==> src/rtl/fetch_stage_ctrl_if.sv <==
// fetch_stage_ctrl_if: control, instruction-memory and IF/ID signals of the fetch stage
interface fetch_stage_ctrl_if #(parameter int CNT_W = 16);
  logic             PCWrite_i;
  logic             Stall_i;
  logic             Flush_i;
  logic [31:0]      BranchTarget_i;
  logic [31:0]      IMem_Instr_i;
  logic [31:0]      PC_o;
  logic [31:0]      ID_PC_o;
  logic [31:0]      ID_Instr_o;
  logic             ID_Valid_o;
  logic [CNT_W-1:0] StallCnt_o;
  logic [CNT_W-1:0] FlushCnt_o;
  modport master (output PCWrite_i, Stall_i, Flush_i, BranchTarget_i, IMem_Instr_i,
                  input PC_o, ID_PC_o, ID_Instr_o, ID_Valid_o, StallCnt_o, FlushCnt_o);
  modport slave (input PCWrite_i, Stall_i, Flush_i, BranchTarget_i, IMem_Instr_i,
                 output PC_o, ID_PC_o, ID_Instr_o, ID_Valid_o, StallCnt_o, FlushCnt_o);
endinterface

==> src/rtl/fetch_stage_ctrl.sv <==
// fetch_stage_ctrl: PC and IF/ID register under PCWrite/Stall/Flush control, with event counters
module fetch_stage_ctrl #(
  parameter logic [31:0] RESET_PC  = 32'h0000_0000,
  parameter logic [31:0] NOP_INSTR = 32'h0000_0013,
  parameter int          CNT_W     = 16
) (
  input logic clk_i,
  input logic rst_i,
  fetch_stage_ctrl_if.slave bus
);
  logic [31:0]      pc_q, pc_d, id_pc_q, id_pc_d, id_instr_q, id_instr_d;
  logic             id_valid_q, id_valid_d;
  logic [CNT_W-1:0] scnt_q, scnt_d, fcnt_q, fcnt_d;
  logic             eff_flush;
  // Next state: a stall suppresses the flush; PCWrite alone gates the PC.
  always_comb begin
    eff_flush  = bus.Flush_i && !bus.Stall_i;
    pc_d       = !bus.PCWrite_i ? pc_q : eff_flush ? bus.BranchTarget_i : pc_q + 32'd4;
    id_pc_d    = bus.Stall_i ? id_pc_q : pc_q;
    id_instr_d = bus.Stall_i ? id_instr_q : bus.Flush_i ? NOP_INSTR : bus.IMem_Instr_i;
    id_valid_d = bus.Stall_i ? id_valid_q : !bus.Flush_i;
    scnt_d     = scnt_q + CNT_W'(bus.Stall_i && !(&scnt_q));
    fcnt_d     = fcnt_q + CNT_W'(eff_flush && !(&fcnt_q));
  end
  // State registers; reset wins over every control input.
  always_ff @(posedge clk_i) begin
    if (rst_i) begin
      pc_q       <= RESET_PC;
      id_pc_q    <= '0;
      id_instr_q <= NOP_INSTR;
      id_valid_q <= 1'b0;
      scnt_q     <= '0;
      fcnt_q     <= '0;
    end else begin
      pc_q       <= pc_d;
      id_pc_q    <= id_pc_d;
      id_instr_q <= id_instr_d;
      id_valid_q <= id_valid_d;
      scnt_q     <= scnt_d;
      fcnt_q     <= fcnt_d;
    end
  end
  assign bus.PC_o       = pc_q;
  assign bus.ID_PC_o    = id_pc_q;
  assign bus.ID_Instr_o = id_instr_q;
  assign bus.ID_Valid_o = id_valid_q;
  assign bus.StallCnt_o = scnt_q;
  assign bus.FlushCnt_o = fcnt_q;
endmodule

==> src/flat_wrapper.sv <==
// flat-port wrapper written by rule: the top's interface ports become plain ports
module fetch_stage_ctrl_flat 
#(
  parameter logic [31:0] RESET_PC  = 32'h0000_0000,
  parameter logic [31:0] NOP_INSTR = 32'h0000_0013,
  parameter int          CNT_W     = 16
)
  (clk_i, rst_i, bus_PCWrite_i, bus_Stall_i, bus_Flush_i, bus_BranchTarget_i, bus_IMem_Instr_i, bus_PC_o, bus_ID_PC_o, bus_ID_Instr_o, bus_ID_Valid_o, bus_StallCnt_o, bus_FlushCnt_o);
  fetch_stage_ctrl_if #(.CNT_W(CNT_W)) bus_i ();
  input logic clk_i;
  input logic rst_i;
  input wire logic [$bits(bus_i.PCWrite_i)-1:0] bus_PCWrite_i;
  input wire logic [$bits(bus_i.Stall_i)-1:0] bus_Stall_i;
  input wire logic [$bits(bus_i.Flush_i)-1:0] bus_Flush_i;
  input wire logic [$bits(bus_i.BranchTarget_i)-1:0] bus_BranchTarget_i;
  input wire logic [$bits(bus_i.IMem_Instr_i)-1:0] bus_IMem_Instr_i;
  output wire logic [$bits(bus_i.PC_o)-1:0] bus_PC_o;
  output wire logic [$bits(bus_i.ID_PC_o)-1:0] bus_ID_PC_o;
  output wire logic [$bits(bus_i.ID_Instr_o)-1:0] bus_ID_Instr_o;
  output wire logic [$bits(bus_i.ID_Valid_o)-1:0] bus_ID_Valid_o;
  output wire logic [$bits(bus_i.StallCnt_o)-1:0] bus_StallCnt_o;
  output wire logic [$bits(bus_i.FlushCnt_o)-1:0] bus_FlushCnt_o;
  assign bus_i.PCWrite_i = bus_PCWrite_i;
  assign bus_i.Stall_i = bus_Stall_i;
  assign bus_i.Flush_i = bus_Flush_i;
  assign bus_i.BranchTarget_i = bus_BranchTarget_i;
  assign bus_i.IMem_Instr_i = bus_IMem_Instr_i;
  assign bus_PC_o = bus_i.PC_o;
  assign bus_ID_PC_o = bus_i.ID_PC_o;
  assign bus_ID_Instr_o = bus_i.ID_Instr_o;
  assign bus_ID_Valid_o = bus_i.ID_Valid_o;
  assign bus_StallCnt_o = bus_i.StallCnt_o;
  assign bus_FlushCnt_o = bus_i.FlushCnt_o;
  fetch_stage_ctrl #(.RESET_PC(RESET_PC), .NOP_INSTR(NOP_INSTR), .CNT_W(CNT_W)) u_core (.clk_i(clk_i), .rst_i(rst_i), .bus(bus_i));
endmodule
==> config.mk <==
export PLATFORM = sky130hd
export DESIGN_NAME = fetch_stage_ctrl_flat
export DESIGN_NICKNAME = d
export VERILOG_FILES = /design/src/rtl/fetch_stage_ctrl_if.sv /design/src/rtl/fetch_stage_ctrl.sv /design/src/flat_wrapper.sv
export SDC_FILE = /design/constraint.sdc
export NUM_CORES = 1
export LEC_CHECK = 0
export ABC_AREA = 1
export ABC_CLOCK_PERIOD_IN_PS = 2900
export CAP_MARGIN = 10
export CORE_MARGIN = 2
export CORE_UTILIZATION = 40
export DETAILED_ROUTE_END_ITERATION = 8
export MAX_ROUTING_LAYER = met4
export PLACE_DENSITY = 0.72
export RECOVER_POWER = 50
export SYNTH_ARGS = -nofsm -noshare
export SYNTH_HDL_FRONTEND = slang
export SYNTH_SLANG_ARGS = --single-unit
export TNS_END_PERCENT = 10
==> constraint.sdc <==
create_clock -name clk_i -period 2.9 [get_ports clk_i]
set_input_delay 0.58 -clock clk_i [delete_from_list [all_inputs] [get_ports clk_i]]
set_output_delay 0.58 -clock clk_i [all_outputs]
set_load 0.03 [all_outputs]
# Yosys cells after proc, flatten, opt, wreduce, memory -nomap -nowiden
# Index checks and enable logic that the tools add are counted.
[classes] n_mux=2 reduce_logical=9 addsub=3
[op_table] op="$mux W32" count=2
[op_table] op="$add A16 B1 Y16" count=2
[op_table] op="$add A32 B3 Y32 const B" count=1
[op_table] op="$reduce_and A16 Y1" count=2
[op_table] op="$logic_not A1 Y1" count=4
[op_table] op="$logic_and A1 B1 Y1" count=3
[totals] output_inout_bits=129 ff_bits=129

# Logic depth before layout (Yosys ltp)
# Gate-level depths: netlist (run 1).
[depth] depth_word=4 depth_mapped=14 depth_no_buf=14

# Least setup slack after synthesis (run 1)
# No wires, ideal clock.
[synth_timing] path_type="input -> register" from="input port bus_Stall_i" to="register u_core.scnt_q[14] (netlist: u_core.bus.StallCnt_o[14])" cell_stages=13 path_slack_ps=519 arrival_ps=2301 n_path_buf=2 path_cell_list="buf_2 > inv_2 > buf_1 > a31oi_1 > ha_1 > ha_1 > nand3_2 > nor2_1 > inv_1 > nor2_2 > nand2_1 > o21ai_0 > nor3b_1"
[synth_between] elab_chain_cells=2
[synth_lines] item="start: declaration" line_no="flat_wrapper.sv:13" source="input wire logic [$bits(bus_i.Stall_i)-1:0] bus_Stall_i;"
[synth_lines] item="$logic_and A1 B1 Y1" line_no="fetch_stage_ctrl.sv:22" source="scnt_d = scnt_q + CNT_W'(bus.Stall_i && !(&scnt_q));"
[synth_lines] item="$add A16 B1 Y16" line_no="fetch_stage_ctrl.sv:22"
[synth_lines] item="end signal: assignment" line_no="fetch_stage_ctrl.sv:39" source="scnt_q <= scnt_d;"
[synth_lines] item="end: declaration" line_no="fetch_stage_ctrl.sv:13" source="logic [CNT_W-1:0] scnt_q, scnt_d, fcnt_q, fcnt_d;"
# Every way passes these cells.
# A chain may end at the register's enable or synchronous reset.

==> results of run 1 <==
==> final cells by class <==
cell class | instances | area, sq um
Clock buffer | 24 | 491.7
Inverter | 81 | 304.0
Multi-Input combinational cell | 595 | 2815
Fill cell | 1384 | 5872
Clock inverter | 8 | 78.83
Sequential cell | 129 | 2582
Tap cell | 184 | 230.2
Timing Repair Buffer | 210 | 2047
Antenna cell | 1 | 2.502
==> layer usage <==
metal	track usage, %	wire (um)	vias to the layer above
met3	6.205	1181	25
met5	-	0	-
met2	37.56	8398	204
li1	-	-	3119
met4	7.778	312	0
met1	29.67	8059	2808
==> path summary, 6_finish.rpt <==
| kind | startpoint | endpoint | cells after the start |
|---|---|---|---|
| min | u_core.bus.ID_Instr_o[3]$_SDFFE_PP0N_ | u_core.bus.ID_Instr_o[3]$_SDFFE_PP0N_ | 2 |
| max | bus_Stall_i | u_core.bus.ID_PC_o[1]$_SDFFE_PP0N_ | 5 |
| min reg2reg | u_core.bus.ID_Instr_o[3]$_SDFFE_PP0N_ | u_core.bus.ID_Instr_o[3]$_SDFFE_PP0N_ | 2 |
| max reg2reg | u_core.bus.FlushCnt_o[6]$_SDFF_PP0_ | u_core.bus.FlushCnt_o[12]$_SDFF_PP0_ | 12 |
==> layout by cell type (no fill, tap or decap), types with 3 or more instances in the layout <==
master and n:
sky130_fd_sc_hd__nand2_1 229, sky130_fd_sc_hd__clkdlybuf4s50_1 169, sky130_fd_sc_hd__dfxtp_1 129, sky130_fd_sc_hd__a21oi_1 94, sky130_fd_sc_hd__o21ai_0 82, sky130_fd_sc_hd__nor2_1 81
sky130_fd_sc_hd__inv_1 80, sky130_fd_sc_hd__nand3_1 34, sky130_fd_sc_hd__dlygate4sd3_1 27, sky130_fd_sc_hd__clkbuf_16 17, sky130_fd_sc_hd__nor3_1 14, sky130_fd_sc_hd__xor2_1 11
sky130_fd_sc_hd__buf_4 8, sky130_fd_sc_hd__clkbuf_1 7, sky130_fd_sc_hd__nor2_2 6, sky130_fd_sc_hd__nor2_4 6, sky130_fd_sc_hd__ha_1 6, sky130_fd_sc_hd__a31oi_1 4
sky130_fd_sc_hd__a211oi_1 4, sky130_fd_sc_hd__clkbuf_8 4, sky130_fd_sc_hd__clkinvlp_4 4, sky130_fd_sc_hd__nand2_4 3, sky130_fd_sc_hd__o22ai_1 3, sky130_fd_sc_hd__nand4_1 3
sky130_fd_sc_hd__o221a_2 3
==> metrics by stage <==
stage / worst slack, ns / hold WS (ns) / utilization (%) / instance area, sq um
after floorplan: 0.5193 / 0.5801 / - / 5853
after global placement: 0.3195 / 0.4508 / 55.55 / 8013
after global routing: 0.1258 / 0.4781 / 59.29 / 8552
after detailed placement: 0.2823 / 0.4573 / 55.55 / 8013
after CTS: 0.5207 / 0.4641 / 59.51 / 8583
final: 0.4705 / 0.4610 / 59.29 / 8552
==> critical path: cells and delay by family <==
kind / cells / cell delay [ns]
AOI/OAI and AO/OA: 2 / 0.40
buffers and inverters: 3 / 1.79
==> power by group <==
group          internal (mW)  switching (mW)  leakage, nW
Clock                   1.27           0.797        0.268
Sequential              1.85          0.0748         1.06
Combinational          0.282           0.383         1.95
Total                   3.40            1.25         3.27
==> cell families (layout without fill, tap and decap cells) <==
group | count (synthesis) | after routing | synth area share, %
buffers and inverters | 116 | 323 | 7.546
DFF | 129 | 129 | 44.12
and+or+nand+nor | 383 | 383 | 27.75
xor gates and xnor gates | 13 | 13 | 1.945
adders and majority gates | 6 | 6 | 1.283
other | 0 | 1 | 0
AOI/OAI and AO/OA | 193 | 193 | 17.36
==> state kept, by name (all words and copies together), names as in the netlist <==
register and cells:
u_core.bus.StallCnt_o 16, u_core.bus.ID_PC_o 32, u_core.bus.PC_o 32, u_core.bus.ID_Instr_o 32, u_core.bus.ID_Valid_o 1, u_core.bus.FlushCnt_o 16
==> metrics.txt, run 1 <==
# TYPE chip_impl_metric gauge
chip_impl_metric{name="die_w",unit="um"} 125.0
chip_impl_metric{name="hold_viol",unit=""} 0
chip_impl_metric{name="placed_cells",unit=""} 1199
chip_impl_metric{name="postSynth.asyncResetShare",unit="%"} 0
chip_impl_metric{name="design.portCount",unit=""} 198
chip_impl_metric{name="ff2ff_setup_slack",unit="ns"} 0.55
chip_impl_metric{name="final.period_utilization",unit="%"} 83.78
chip_impl_metric{name="max_frequency",unit="GHz"} 0.4116
chip_impl_metric{name="grt_remaining_overflow",unit=""} 0
chip_impl_metric{name="powerDensity",unit="mW/mm^2"} 544.6
chip_impl_metric{name="max_cap_violations",unit=""} 0
chip_impl_metric{name="die_y",unit="um"} 125.0
chip_impl_metric{name="detail_route.wl_per_cell",unit="um"} 14.57
chip_impl_info{name="most_frequent_cells_after_synthesis",value="229 x sky130_fd_sc_hd__nand2_1, 129 x sky130_fd_sc_hd__dfxtp_1, 93 x sky130_fd_sc_hd__a21oi_1"} 1
chip_impl_metric{name="p_total",unit="mW"} 4.657
chip_impl_metric{name="critical_path_peak_fanout",unit=""} 38
chip_impl_metric{name="grt_usage",unit="%"} 23.73
chip_impl_info{name="predominant_post_synthesis_flop_cell",value="sky130_fd_sc_hd__dfxtp_1"} 1
chip_impl_metric{name="number_of_antenna_violations_at_the_first_check_in_global_routing",unit=""} 1
chip_impl_metric{name="placement.io_buffers",unit=""} 197
chip_impl_metric{name="slew_of_the_pin_with_the_lowest_slew_margin",unit="ns"} 1.443
chip_impl_metric{name="clock_insertion_delay_worst_skew",unit="ns"} 0.42
chip_impl_info{name="tritoncts",value="yes"} 1
chip_impl_info{name="worst_setup_path_category",value="in -> reg"} 1
chip_impl_metric{name="die_area",unit="sq mm"} 0.01562
chip_impl_metric{name="num-nets-final",unit=""} 1109
chip_impl_metric{name="postRouteAntennaNets",unit=""} 0
chip_impl_metric{name="clkTransAtPathRegs",unit="ns"} 0.06
chip_impl_metric{name="core_area",unit="sq mm"} 0.01442
chip_impl_metric{name="vdd.ir_drop.worst",unit="V"} 0.0003594
chip_impl_info{name="cpMaxStageDelayCell",value="sky130_fd_sc_hd__clkbuf_1"} 1
chip_impl_metric{name="first_global_vias",unit=""} 5806
chip_impl_metric{name="maxSlewViolCount",unit=""} 0
chip_impl_metric{name="yosysUniqueCellTypes",unit=""} 34
chip_impl_metric{name="detail_route.first_pass.iterations",unit=""} 7
chip_impl_metric{name="final_min_period",unit="ns"} 2.430
chip_impl_info{name="synth.most_common_cell",value="sky130_fd_sc_hd__nand2_1"} 1
chip_impl_metric{name="grt_start_max_net_pins",unit=""} 59
chip_impl_metric{name="clkSinkCount",unit=""} 129
chip_impl_metric{name="grt_pass1_wl",unit="um"} 29150
chip_impl_metric{name="synth_sequential_area_ratio",unit="%"} 44.12
chip_impl_metric{name="data_arrival_time_of_the_critical_path",unit="ns"} 2.77
chip_impl_metric{name="postCtsHoldBufs",unit=""} 0
chip_impl_metric{name="synthesis.area",unit="sq mm"} 0.005853
chip_impl_metric{name="leakage_power_total",unit="nW"} 3.272
chip_impl_metric{name="post_synth_edffs",unit=""} 0
chip_impl_info{name="cell_chain_of_the_critical_path",value="dlygate4sd3_1 > inv_1 > clkbuf_1 > o21ai_0 > a21oi_1"} 1
chip_impl_metric{name="required",unit="ns"} 3.24
chip_impl_metric{name="clock_buffers_created_by_tritoncts",unit=""} 17
chip_impl_metric{name="vias_per_cell",unit=""} 4.997
chip_impl_metric{name="syn-instance-count",unit=""} 840
chip_impl_metric{name="final_layout_size_suffix_gt1_share",unit="%"} 5.922
chip_impl_metric{name="slew_headroom",unit="%"} 3.814
chip_impl_metric{name="dpl.hpwl",unit="um"} 13100
chip_impl_metric{name="routed-via-count",unit=""} 6156
chip_impl_metric{name="cts.repair_timing.setup_buffer_count",unit=""} 0
chip_impl_info{name="setup.worst_path.end_class",value="flip-flop"} 1
chip_impl_metric{name="clock_path_buffers",unit=""} 2
chip_impl_metric{name="finalSetupViolations",unit=""} 0
chip_impl_metric{name="clock_skew",unit="ns"} 0.007091
chip_impl_metric{name="finalWirelength",unit="um"} 17950
chip_impl_metric{name="globalplace.congestion",unit=""} 0.8999
chip_impl_metric{name="postCtsResizedCells",unit=""} 0
chip_impl_metric{name="postSynthRegisterBits",unit=""} 129
chip_impl_info{name="rsz_0062_raised_after_global_routing",value="false"} 1
chip_impl_metric{name="first_iter_violations",unit=""} 418
chip_impl_metric{name="row_count",unit=""} 44
chip_impl_metric{name="ys_warn_count",unit=""} 0
chip_impl_info{name="crit_path_launch_type",value="input pin"} 1
chip_impl_metric{name="setup_total_negative_slack",unit="ns"} 0
chip_impl_metric{name="areaGrowthSynthToFinish",unit="%"} 46.11
chip_impl_info{name="hold_path_class",value="reg -> reg"} 1
chip_impl_metric{name="synthesis.nets",unit=""} 915
chip_impl_info{name="outcome",value="finished clean"} 1
chip_impl_metric{name="postSynthAreaPerCell",unit="sq um"} 6.968
chip_impl_info{name="netlist_top_cells_area",value="sky130_fd_sc_hd__dfxtp_1 44%, sky130_fd_sc_hd__nand2_1 15%, sky130_fd_sc_hd__a21oi_1 8.0%"} 1
chip_impl_info{name="synth_top_cell_by_area",value="sky130_fd_sc_hd__dfxtp_1"} 1
chip_impl_metric{name="largest_stage_delay_worst_path",unit="ns"} 1.07
chip_impl_metric{name="ctsHtreeMaxLevel",unit=""} 4
chip_impl_metric{name="synthDominantCellAreaShare",unit="%"} 44.12
chip_impl_metric{name="stdcell_count",unit=""} 1232
chip_impl_metric{name="floorplan.initialDensity",unit="%"} 40.58
chip_impl_metric{name="detail_route.drc_violations",unit=""} 0
chip_impl_info{name="clk_root_buffer_cell",value="sky130_fd_sc_hd__clkbuf_16"} 1
(Power assumes the default switching activity.)
==> inputs of run 2 (changes only) <==
--- a/config.mk
+++ b/config.mk
@@ -6,7 +6,7 @@
 export NUM_CORES = 1
 export LEC_CHECK = 0
 export ABC_AREA = 1
-export ABC_CLOCK_PERIOD_IN_PS = 2900
+export ABC_CLOCK_PERIOD_IN_PS = 2400
 export CAP_MARGIN = 10
 export CORE_MARGIN = 2
 export CORE_UTILIZATION = 40
==> constraint.sdc (replaced) <==
create_clock -name clk_i -period 2.4 [get_ports clk_i]
set_input_delay 0.48 -clock clk_i [delete_from_list [all_inputs] [get_ports clk_i]]
set_output_delay 0.48 -clock clk_i [all_outputs]
set_load 0.03 [all_outputs]
==> metrics.txt, run 2 (same netlist as run 1, synthesis figures left out) <==
# TYPE chip_impl_metric gauge
chip_impl_info{name="outcome",value="finished clean"} 1
chip_impl_metric{name="first_iter_violations",unit=""} 483
chip_impl_metric{name="clock_path_buffers",unit=""} 2
chip_impl_metric{name="design_area",unit="sq mm"} 0.008855
chip_impl_metric{name="maxSlewViolCount",unit=""} 0
chip_impl_metric{name="final_core_util",unit="%"} 61.39
chip_impl_metric{name="slew_headroom",unit="%"} 26.59
chip_impl_metric{name="final.period_utilization",unit="%"} 93.23
chip_impl_metric{name="num_antenna_cells",unit=""} 0
chip_impl_info{name="crit_top_cell",value="sky130_fd_sc_hd__inv_1"} 1
chip_impl_metric{name="clock_buffers_created_by_tritoncts",unit=""} 17
chip_impl_metric{name="die_w",unit="um"} 125.0
chip_impl_info{name="crit_path_launch_type",value="input pin"} 1
chip_impl_metric{name="vdd.ir_drop.worst",unit="V"} 0.0004900
chip_impl_metric{name="critical_path_peak_fanout",unit=""} 18
chip_impl_metric{name="number_of_antenna_violations_at_the_first_check_in_global_routing",unit=""} 0
chip_impl_metric{name="clkTransAtPathRegs",unit="ns"} 0.06
chip_impl_metric{name="required",unit="ns"} 2.72
chip_impl_metric{name="detail_route.drc_violations",unit=""} 0
chip_impl_metric{name="first_global_vias",unit=""} 5789
chip_impl_metric{name="grt_pass1_wl",unit="um"} 29490
chip_impl_metric{name="design.portCount",unit=""} 198
chip_impl_metric{name="finalSetupViolations",unit=""} 0
chip_impl_info{name="setup.worst_path.end_class",value="flip-flop"} 1
chip_impl_metric{name="grt_usage",unit="%"} 24.12
chip_impl_metric{name="slew_of_the_pin_with_the_lowest_slew_margin",unit="ns"} 1.100
chip_impl_metric{name="detail_route.first_pass.iterations",unit=""} 7
chip_impl_metric{name="max_frequency",unit="GHz"} 0.4469
chip_impl_metric{name="num-nets-final",unit=""} 1130
chip_impl_metric{name="floorplan.initialDensity",unit="%"} 40.58
chip_impl_info{name="cpLargestDelayFamily",value="buffers and inverters"} 1
chip_impl_metric{name="detail_route.wl_per_cell",unit="um"} 14.62
chip_impl_metric{name="postRouteAntennaNets",unit=""} 0
chip_impl_metric{name="powerDensity",unit="mW/mm^2"} 689.1
chip_impl_metric{name="leakage_power_total",unit="nW"} 3.532
chip_impl_metric{name="hold_viol",unit=""} 0
chip_impl_metric{name="final_min_period",unit="ns"} 2.237
chip_impl_metric{name="finalWirelength",unit="um"} 18310
chip_impl_metric{name="cp_num_buf_inv",unit=""} 5
chip_impl_info{name="cpMaxStageDelayCell",value="sky130_fd_sc_hd__clkdlybuf4s50_1"} 1
chip_impl_metric{name="clkSinkCount",unit=""} 129
chip_impl_metric{name="grt_start_max_net_pins",unit=""} 59
chip_impl_metric{name="core_area",unit="sq mm"} 0.01442
chip_impl_metric{name="globalplace.congestion",unit=""} 0.8633
chip_impl_metric{name="die_area",unit="sq mm"} 0.01562
chip_impl_info{name="final_cell_mix",value="229 x sky130_fd_sc_hd__nand2_1, 137 x sky130_fd_sc_hd__clkdlybuf4s50_1, 129 x sky130_fd_sc_hd__dfxtp_1"} 1
chip_impl_metric{name="clock_skew",unit="ns"} 0.02252
chip_impl_metric{name="largest_stage_delay_worst_path",unit="ns"} 0.44
chip_impl_metric{name="data_arrival_time_of_the_critical_path",unit="ns"} 2.56
chip_impl_metric{name="vias_per_cell",unit=""} 4.950
chip_impl_metric{name="areaGrowthSynthToFinish",unit="%"} 51.28
chip_impl_info{name="hold_path_class",value="reg -> reg"} 1
chip_impl_metric{name="grt_remaining_overflow",unit=""} 0
chip_impl_metric{name="ctsHtreeMaxLevel",unit=""} 4
chip_impl_metric{name="row_count",unit=""} 44
chip_impl_metric{name="cts.repair_timing.setup_buffer_count",unit=""} 0
chip_impl_metric{name="post_dp_area",unit="sq mm"} 0.008183
chip_impl_metric{name="die_y",unit="um"} 125.0
chip_impl_info{name="rsz_0062_raised_after_global_routing",value="false"} 1
chip_impl_metric{name="dpl.hpwl",unit="um"} 13360
chip_impl_info{name="layout.cells.most_common",value="sky130_fd_sc_hd__nand2_1"} 1
chip_impl_metric{name="clock_insertion_delay_worst_skew",unit="ns"} 0.43
chip_impl_info{name="worst_setup_path_category",value="in -> reg"} 1
chip_impl_metric{name="placed_cells",unit=""} 1220
chip_impl_info{name="tritoncts",value="yes"} 1
chip_impl_metric{name="placement.io_buffers",unit=""} 197
chip_impl_metric{name="stdcell_count",unit=""} 1252
chip_impl_metric{name="final_layout_size_suffix_gt1_share",unit="%"} 8.614
chip_impl_info{name="cell_chain_of_the_critical_path",value="clkdlybuf4s50_1 > inv_1 > nand2_4 > clkbuf_2 > nor2_4 > inv_1 > o221a_2 > o21ai_0 > inv_1"} 1
chip_impl_info{name="clk_root_buffer_cell",value="sky130_fd_sc_hd__clkbuf_16"} 1
chip_impl_metric{name="max_cap_violations",unit=""} 0
chip_impl_metric{name="routed-via-count",unit=""} 6197
[run 2: cell count changes in the layout (fill, tap and decap cells not counted), moves of 2 or more]
| cell | previous run | this run |
|---|---|---|
| sky130_fd_sc_hd__clkdlybuf4s50_1 | 169 | 137 |
| sky130_fd_sc_hd__clkbuf_2 | 1 | 3 |
| sky130_fd_sc_hd__buf_4 | 8 | 30 |
| sky130_fd_sc_hd__nor3_2 | 1 | 4 |
| sky130_fd_sc_hd__dlygate4sd3_1 | 27 | 59 |
| sky130_fd_sc_hd__nor3_1 | 14 | 11 |
| sky130_fd_sc_hd__clkbuf_1 | 7 | 4 |
| sky130_fd_sc_hd__bufinv_16 | 1 | 6 |
| sky130_fd_sc_hd__clkinvlp_4 | 4 | 1 |
[run 2: cell type report]
type,instances,area [sq um]
inverter,81,304.0
fill,1329,5569
clock buffer,23,478.0
sequential,129,2582
clock inverter,9,201.4
tap,184,230.2
multi-input combinational,595,2848
timing repair buffer,231,2211
[run 2: where the power goes]
part	switching [mW]	total [mW]	internal, mW
Clock	0.933	2.96	2.03
Combinational	0.469	0.808	0.339
Sequential	0.0907	2.33	2.24
[run 2: final timing paths]
kind | startpoint | depth (start not counted) | slack, ns | end
max reg2reg | u_core.bus.FlushCnt_o[9]$_SDFF_PP0_ | 13 | 0.23 | u_core.bus.FlushCnt_o[6]$_SDFF_PP0_
min reg2reg | u_core.bus.ID_Instr_o[31]$_SDFFE_PP0N_ | 2 | 0.46 | u_core.bus.ID_Instr_o[31]$_SDFFE_PP0N_
max | bus_Stall_i | 9 | 0.16 | u_core.bus.PC_o[14]$_SDFFE_PP0P_
min | u_core.bus.ID_Instr_o[31]$_SDFFE_PP0N_ | 2 | 0.46 | u_core.bus.ID_Instr_o[31]$_SDFFE_PP0N_
[run 2: per-stage QoR]
stage	power [mW]	setup WS (ns)	hold slack, ns	TNS [ns]
6_report	6.102	0.1625	0.4606	0
5_1_grt	6.330	0.005920	0.4816	0
4_1_cts	6.167	0.06684	0.4632	0
3_5_place_dp	3.204	-0.1730	0.4552	-0.7645
3_3_place_gp	3.198	-0.1505	0.4513	-0.5518
2_1_floorplan	2.793	0.1193	0.5801	0
[run 2: layer usage]
layer | track usage, % | wire [um]
met1 | 30.43 | 8322
met3 | 8.045 | 1360
met2 | 37.08 | 8423
met5 | - | 0
met4 | 6.797 | 204
[run 2: worst register-to-register path, cell delays in order (launching register included)]
cell and delay, ns:
sky130_fd_sc_hd__dfxtp_1 0.37, sky130_fd_sc_hd__inv_1 0.10, sky130_fd_sc_hd__nor3_2 0.19, sky130_fd_sc_hd__nand3_1 0.11, sky130_fd_sc_hd__nor4_2 0.17, sky130_fd_sc_hd__nor2_1 0.09
sky130_fd_sc_hd__ha_1 0.21, sky130_fd_sc_hd__ha_1 0.20, sky130_fd_sc_hd__nand2_1 0.14, sky130_fd_sc_hd__nor2_1 0.08, sky130_fd_sc_hd__buf_4 0.14, sky130_fd_sc_hd__buf_4 0.12
sky130_fd_sc_hd__nor2_1 0.08, sky130_fd_sc_hd__nor3_1 0.05
[run 2: what timing repair did]
item	in CTS	in global routing
endpoints found under the setup margin	0	6
hold buffers	0	0
hold endpoints to repair	0	0
gates resized for setup	0	3
==> inputs of run 3 (changes only) <==
--- a/config.mk
+++ b/config.mk
@@ -6,12 +6,11 @@
 export NUM_CORES = 1
 export LEC_CHECK = 0
 export ABC_AREA = 1
-export ABC_CLOCK_PERIOD_IN_PS = 2400
+export ABC_CLOCK_PERIOD_IN_PS = 2800
 export CAP_MARGIN = 10
 export CORE_MARGIN = 2
 export CORE_UTILIZATION = 40
 export DETAILED_ROUTE_END_ITERATION = 8
-export MAX_ROUTING_LAYER = met4
 export PLACE_DENSITY = 0.72
 export RECOVER_POWER = 50
 export SYNTH_ARGS = -nofsm -noshare
==> constraint.sdc (replaced) <==
create_clock -name clk_i -period 2.8 [get_ports clk_i]
set_input_delay 0.56 -clock clk_i [delete_from_list [all_inputs] [get_ports clk_i]]
set_output_delay 0.56 -clock clk_i [all_outputs]
set_load 0.03 [all_outputs]
==> metrics.txt, run 3 (same netlist as run 1, synthesis figures left out) <==
# TYPE chip_impl_metric gauge
chip_impl_info{name="outcome",value="finished clean"} 1
chip_impl_metric{name="finalWirelength",unit="um"} 17850
chip_impl_metric{name="detail_route.wl_per_cell",unit="um"} 14.49
chip_impl_metric{name="num-nets-final",unit=""} 1108
chip_impl_metric{name="design.portCount",unit=""} 198
chip_impl_metric{name="powerDensity",unit="mW/mm^2"} 569.5
chip_impl_metric{name="dpl.hpwl",unit="um"} 12860
chip_impl_metric{name="placement.io_buffers",unit=""} 197
chip_impl_metric{name="finalSetupViolations",unit=""} 0
chip_impl_metric{name="floorplan.initialDensity",unit="%"} 40.58
chip_impl_metric{name="total_switching_power",unit="mW"} 1.279
chip_impl_metric{name="clk_network_pwr_share",unit="%"} 45.1
chip_impl_info{name="tritoncts",value="yes"} 1
chip_impl_metric{name="required",unit="ns"} 3.10
chip_impl_metric{name="detail_route.drc_violations",unit=""} 0
chip_impl_metric{name="grt_start_max_net_pins",unit=""} 59
chip_impl_metric{name="vias_per_cell",unit=""} 4.948
chip_impl_metric{name="design_area",unit="sq mm"} 0.008584
chip_impl_info{name="timing.rr.start",value="u_core.bus.FlushCnt_o[6]$_SDFF_PP0_"} 1
chip_impl_metric{name="critical_path_peak_fanout",unit=""} 18
chip_impl_metric{name="grt_usage",unit="%"} 22.54
chip_impl_metric{name="worst_hold_slack",unit="ns"} 0.4609
chip_impl_info{name="layout.cells.most_common",value="sky130_fd_sc_hd__nand2_1"} 1
chip_impl_metric{name="postCtsResizedCells",unit=""} 0
chip_impl_metric{name="netSwitchingFraction",unit="%"} 26.15
chip_impl_info{name="rsz_0062_raised_after_global_routing",value="false"} 1
chip_impl_metric{name="postRouteAntennaNets",unit=""} 0
chip_impl_metric{name="first_iter_violations",unit=""} 331
chip_impl_metric{name="slew_headroom",unit="%"} 4.098
chip_impl_metric{name="ff2ff_setup_slack",unit="ns"} 0.45
chip_impl_info{name="top_usage_layer",value="met2"} 1
chip_impl_metric{name="grt_pass1_wl",unit="um"} 28550
chip_impl_metric{name="p_total",unit="mW"} 4.889
chip_impl_metric{name="setup_total_negative_slack",unit="ns"} 0
chip_impl_metric{name="power_frac_seq",unit="%"} 40.9
chip_impl_metric{name="clock_buffers_created_by_tritoncts",unit=""} 17
chip_impl_metric{name="number_of_cell_instances_on_the_worst_register_to_register_path",unit=""} 12
chip_impl_metric{name="hold_viol",unit=""} 0
chip_impl_metric{name="detail_route.first_pass.iterations",unit=""} 5
chip_impl_metric{name="grt.met2_usage",unit="%"} 36.32
chip_impl_metric{name="leakage_power_total",unit="nW"} 3.289
chip_impl_info{name="timing.hold.worst_endpoint",value="u_core.bus.ID_Instr_o[15]$_SDFFE_PP0N_"} 1
chip_impl_metric{name="core_area",unit="sq mm"} 0.01442
chip_impl_metric{name="comb_power_share",unit="%"} 14.0
chip_impl_info{name="hold_path_class",value="reg -> reg"} 1
chip_impl_info{name="setup.worst_path.end_class",value="flip-flop"} 1
chip_impl_info{name="worst_hold_startpoint",value="u_core.bus.ID_Instr_o[15]$_SDFFE_PP0N_"} 1
chip_impl_metric{name="max_frequency",unit="GHz"} 0.4144
chip_impl_metric{name="clkSinkCount",unit=""} 129
chip_impl_metric{name="clock_skew",unit="ns"} 0.01471
chip_impl_metric{name="die_area",unit="sq mm"} 0.01562
chip_impl_metric{name="data_arrival_time_of_the_critical_path",unit="ns"} 2.71
chip_impl_metric{name="slew_of_the_pin_with_the_lowest_slew_margin",unit="ns"} 1.439
chip_impl_metric{name="internal_power",unit="mW"} 3.611
chip_impl_metric{name="vdd.ir_drop.worst",unit="V"} 0.0004034
chip_impl_info{name="final_cell_mix",value="229 x sky130_fd_sc_hd__nand2_1, 167 x sky130_fd_sc_hd__clkdlybuf4s50_1, 129 x sky130_fd_sc_hd__dfxtp_1"} 1
chip_impl_info{name="crit_path_launch_type",value="input pin"} 1
chip_impl_metric{name="globalplace.congestion",unit=""} 0.8568
chip_impl_metric{name="gr_layer_usage_met1",unit="%"} 26.86
chip_impl_metric{name="postCtsHoldBufs",unit=""} 0
chip_impl_metric{name="first_global_vias",unit=""} 5769
chip_impl_metric{name="clock_insertion_delay_worst_skew",unit="ns"} 0.42
chip_impl_metric{name="worst_hold_path.num_cells",unit=""} 2
chip_impl_info{name="worst_setup_path_category",value="in -> reg"} 1
chip_impl_metric{name="cts.repair_timing.setup_buffer_count",unit=""} 0
chip_impl_metric{name="use_met3",unit="%"} 9.071
chip_impl_metric{name="areaGrowthSynthToFinish",unit="%"} 46.67
chip_impl_metric{name="die_w",unit="um"} 125.0
chip_impl_metric{name="maxSlewViolCount",unit=""} 0
chip_impl_metric{name="post_dp_area",unit="sq mm"} 0.008018
chip_impl_metric{name="die_y",unit="um"} 125.0
chip_impl_metric{name="row_count",unit=""} 44
chip_impl_metric{name="number_of_antenna_violations_at_the_first_check_in_global_routing",unit=""} 2
chip_impl_metric{name="ctsHtreeMaxLevel",unit=""} 4
chip_impl_info{name="clk_root_buffer_cell",value="sky130_fd_sc_hd__clkbuf_16"} 1
chip_impl_info{name="timing.rr.end",value="u_core.bus.FlushCnt_o[12]$_SDFF_PP0_"} 1
chip_impl_metric{name="final.period_utilization",unit="%"} 86.17
chip_impl_metric{name="grt_remaining_overflow",unit=""} 0
chip_impl_metric{name="routed-via-count",unit=""} 6096
chip_impl_metric{name="max_cap_violations",unit=""} 0
chip_impl_metric{name="final_min_period",unit="ns"} 2.413
chip_impl_metric{name="clock_path_buffers",unit=""} 2
chip_impl_metric{name="fill_cells",unit=""} 1360
chip_impl_metric{name="final_layout_size_suffix_gt1_share",unit="%"} 6.023
chip_impl_metric{name="clkTransAtPathRegs",unit="ns"} 0.06
==> run 3: cell types whose count changed in the layout (fill, tap and decap cells not counted), moves of 2 or more <==
cell and change:
sky130_fd_sc_hd__diode_2 +2, sky130_fd_sc_hd__clkinv_2 +2, sky130_fd_sc_hd__clkinvlp_4 +3, sky130_fd_sc_hd__buf_4 -25
sky130_fd_sc_hd__bufinv_16 -4, sky130_fd_sc_hd__nor3_1 +2, sky130_fd_sc_hd__clkdlybuf4s50_1 +30, sky130_fd_sc_hd__clkbuf_1 +2
sky130_fd_sc_hd__nor3_2 -2, sky130_fd_sc_hd__dlygate4sd3_1 -30
==> run 3: layer usage <==
metal | wire length [um] | up-vias | share of wire (%)
met5 | 0 | - | 0
met4 | 384 | 0 | 2.2
met3 | 1649 | 28 | 9.2
met2 | 8171 | 204 | 46
met1 | 7642 | 2749 | 43
li1 | - | 3115 | -
==> run 3: cell type report <==
| class | instances | area, sq um | share of cell area [%] |
|---|---|---|---|
| Antenna cell | 2 | 5.005 | 0.05830 |
| Clock inverter | 9 | 105.1 | 1.224 |
| Multi-Input combinational cell | 595 | 2820 | 32.85 |
| Clock buffer | 23 | 488.0 | 5.684 |
| Timing Repair Buffer | 209 | 2049 | 23.87 |
| Sequential cell | 129 | 2582 | 30.08 |
| Inverter | 81 | 304.0 | 3.542 |
| Tap cell | 184 | 230.2 | 2.682 |
==> run 3: critical path, stage by stage <==
cell                            delay [ns]
sky130_fd_sc_hd__dlygate4sd3_1        0.55
sky130_fd_sc_hd__inv_1                0.17
sky130_fd_sc_hd__nand2_4              0.06
sky130_fd_sc_hd__buf_4                0.21
sky130_fd_sc_hd__nor2_1               0.41
sky130_fd_sc_hd__inv_1                0.33
sky130_fd_sc_hd__o221a_2              0.31
sky130_fd_sc_hd__o21ai_0              0.07
sky130_fd_sc_hd__inv_1                0.05
==> run 3: metrics by stage <==
| step | util [%] | instances | setup slack, ns |
|---|---|---|---|
| 2_1_floorplan | - | 840 | 0.4393 |
| 3_3_place_gp | 55.59 | 1198 | 0.2822 |
| 3_5_place_dp | 55.59 | 1198 | 0.2344 |
| 4_1_cts | 59.70 | 1230 | 0.4565 |
| 5_1_grt | 59.52 | 1232 | 0.1550 |
| 6_report | 59.52 | 1232 | 0.3871 |
==> run 3: power groups by stage <==
| stage | combinational [mW] | sequential (mW) | clock, mW |
|---|---|---|---|
| after CTS | 0.705 | 2.00 | 2.25 |
| after floorplan | 0.215 | 2.18 | 0 |
| after detailed placement | 0.701 | 2.04 | 0 |
| after global routing | 0.743 | 2.01 | 2.33 |
| after global placement | 0.699 | 2.03 | 0 |
| final | 0.687 | 2.00 | 2.20 |
==> run 3: worst max-delay path by stage <==
stage / start / end
finish: bus_Stall_i / u_core.bus.PC_o[29]$_SDFFE_PP0P_
global route: bus_Stall_i / u_core.bus.ID_Instr_o[4]$_SDFFE_PP1N_
CTS: u_core.bus.FlushCnt_o[7]$_SDFF_PP0_ / u_core.bus.FlushCnt_o[12]$_SDFF_PP0_
detailed placement: bus_Stall_i / u_core.bus.StallCnt_o[14]$_SDFF_PP0_
global placement: bus_Stall_i / u_core.bus.StallCnt_o[14]$_SDFF_PP0_
floorplan: bus_Stall_i / u_core.bus.StallCnt_o[14]$_SDFF_PP0_
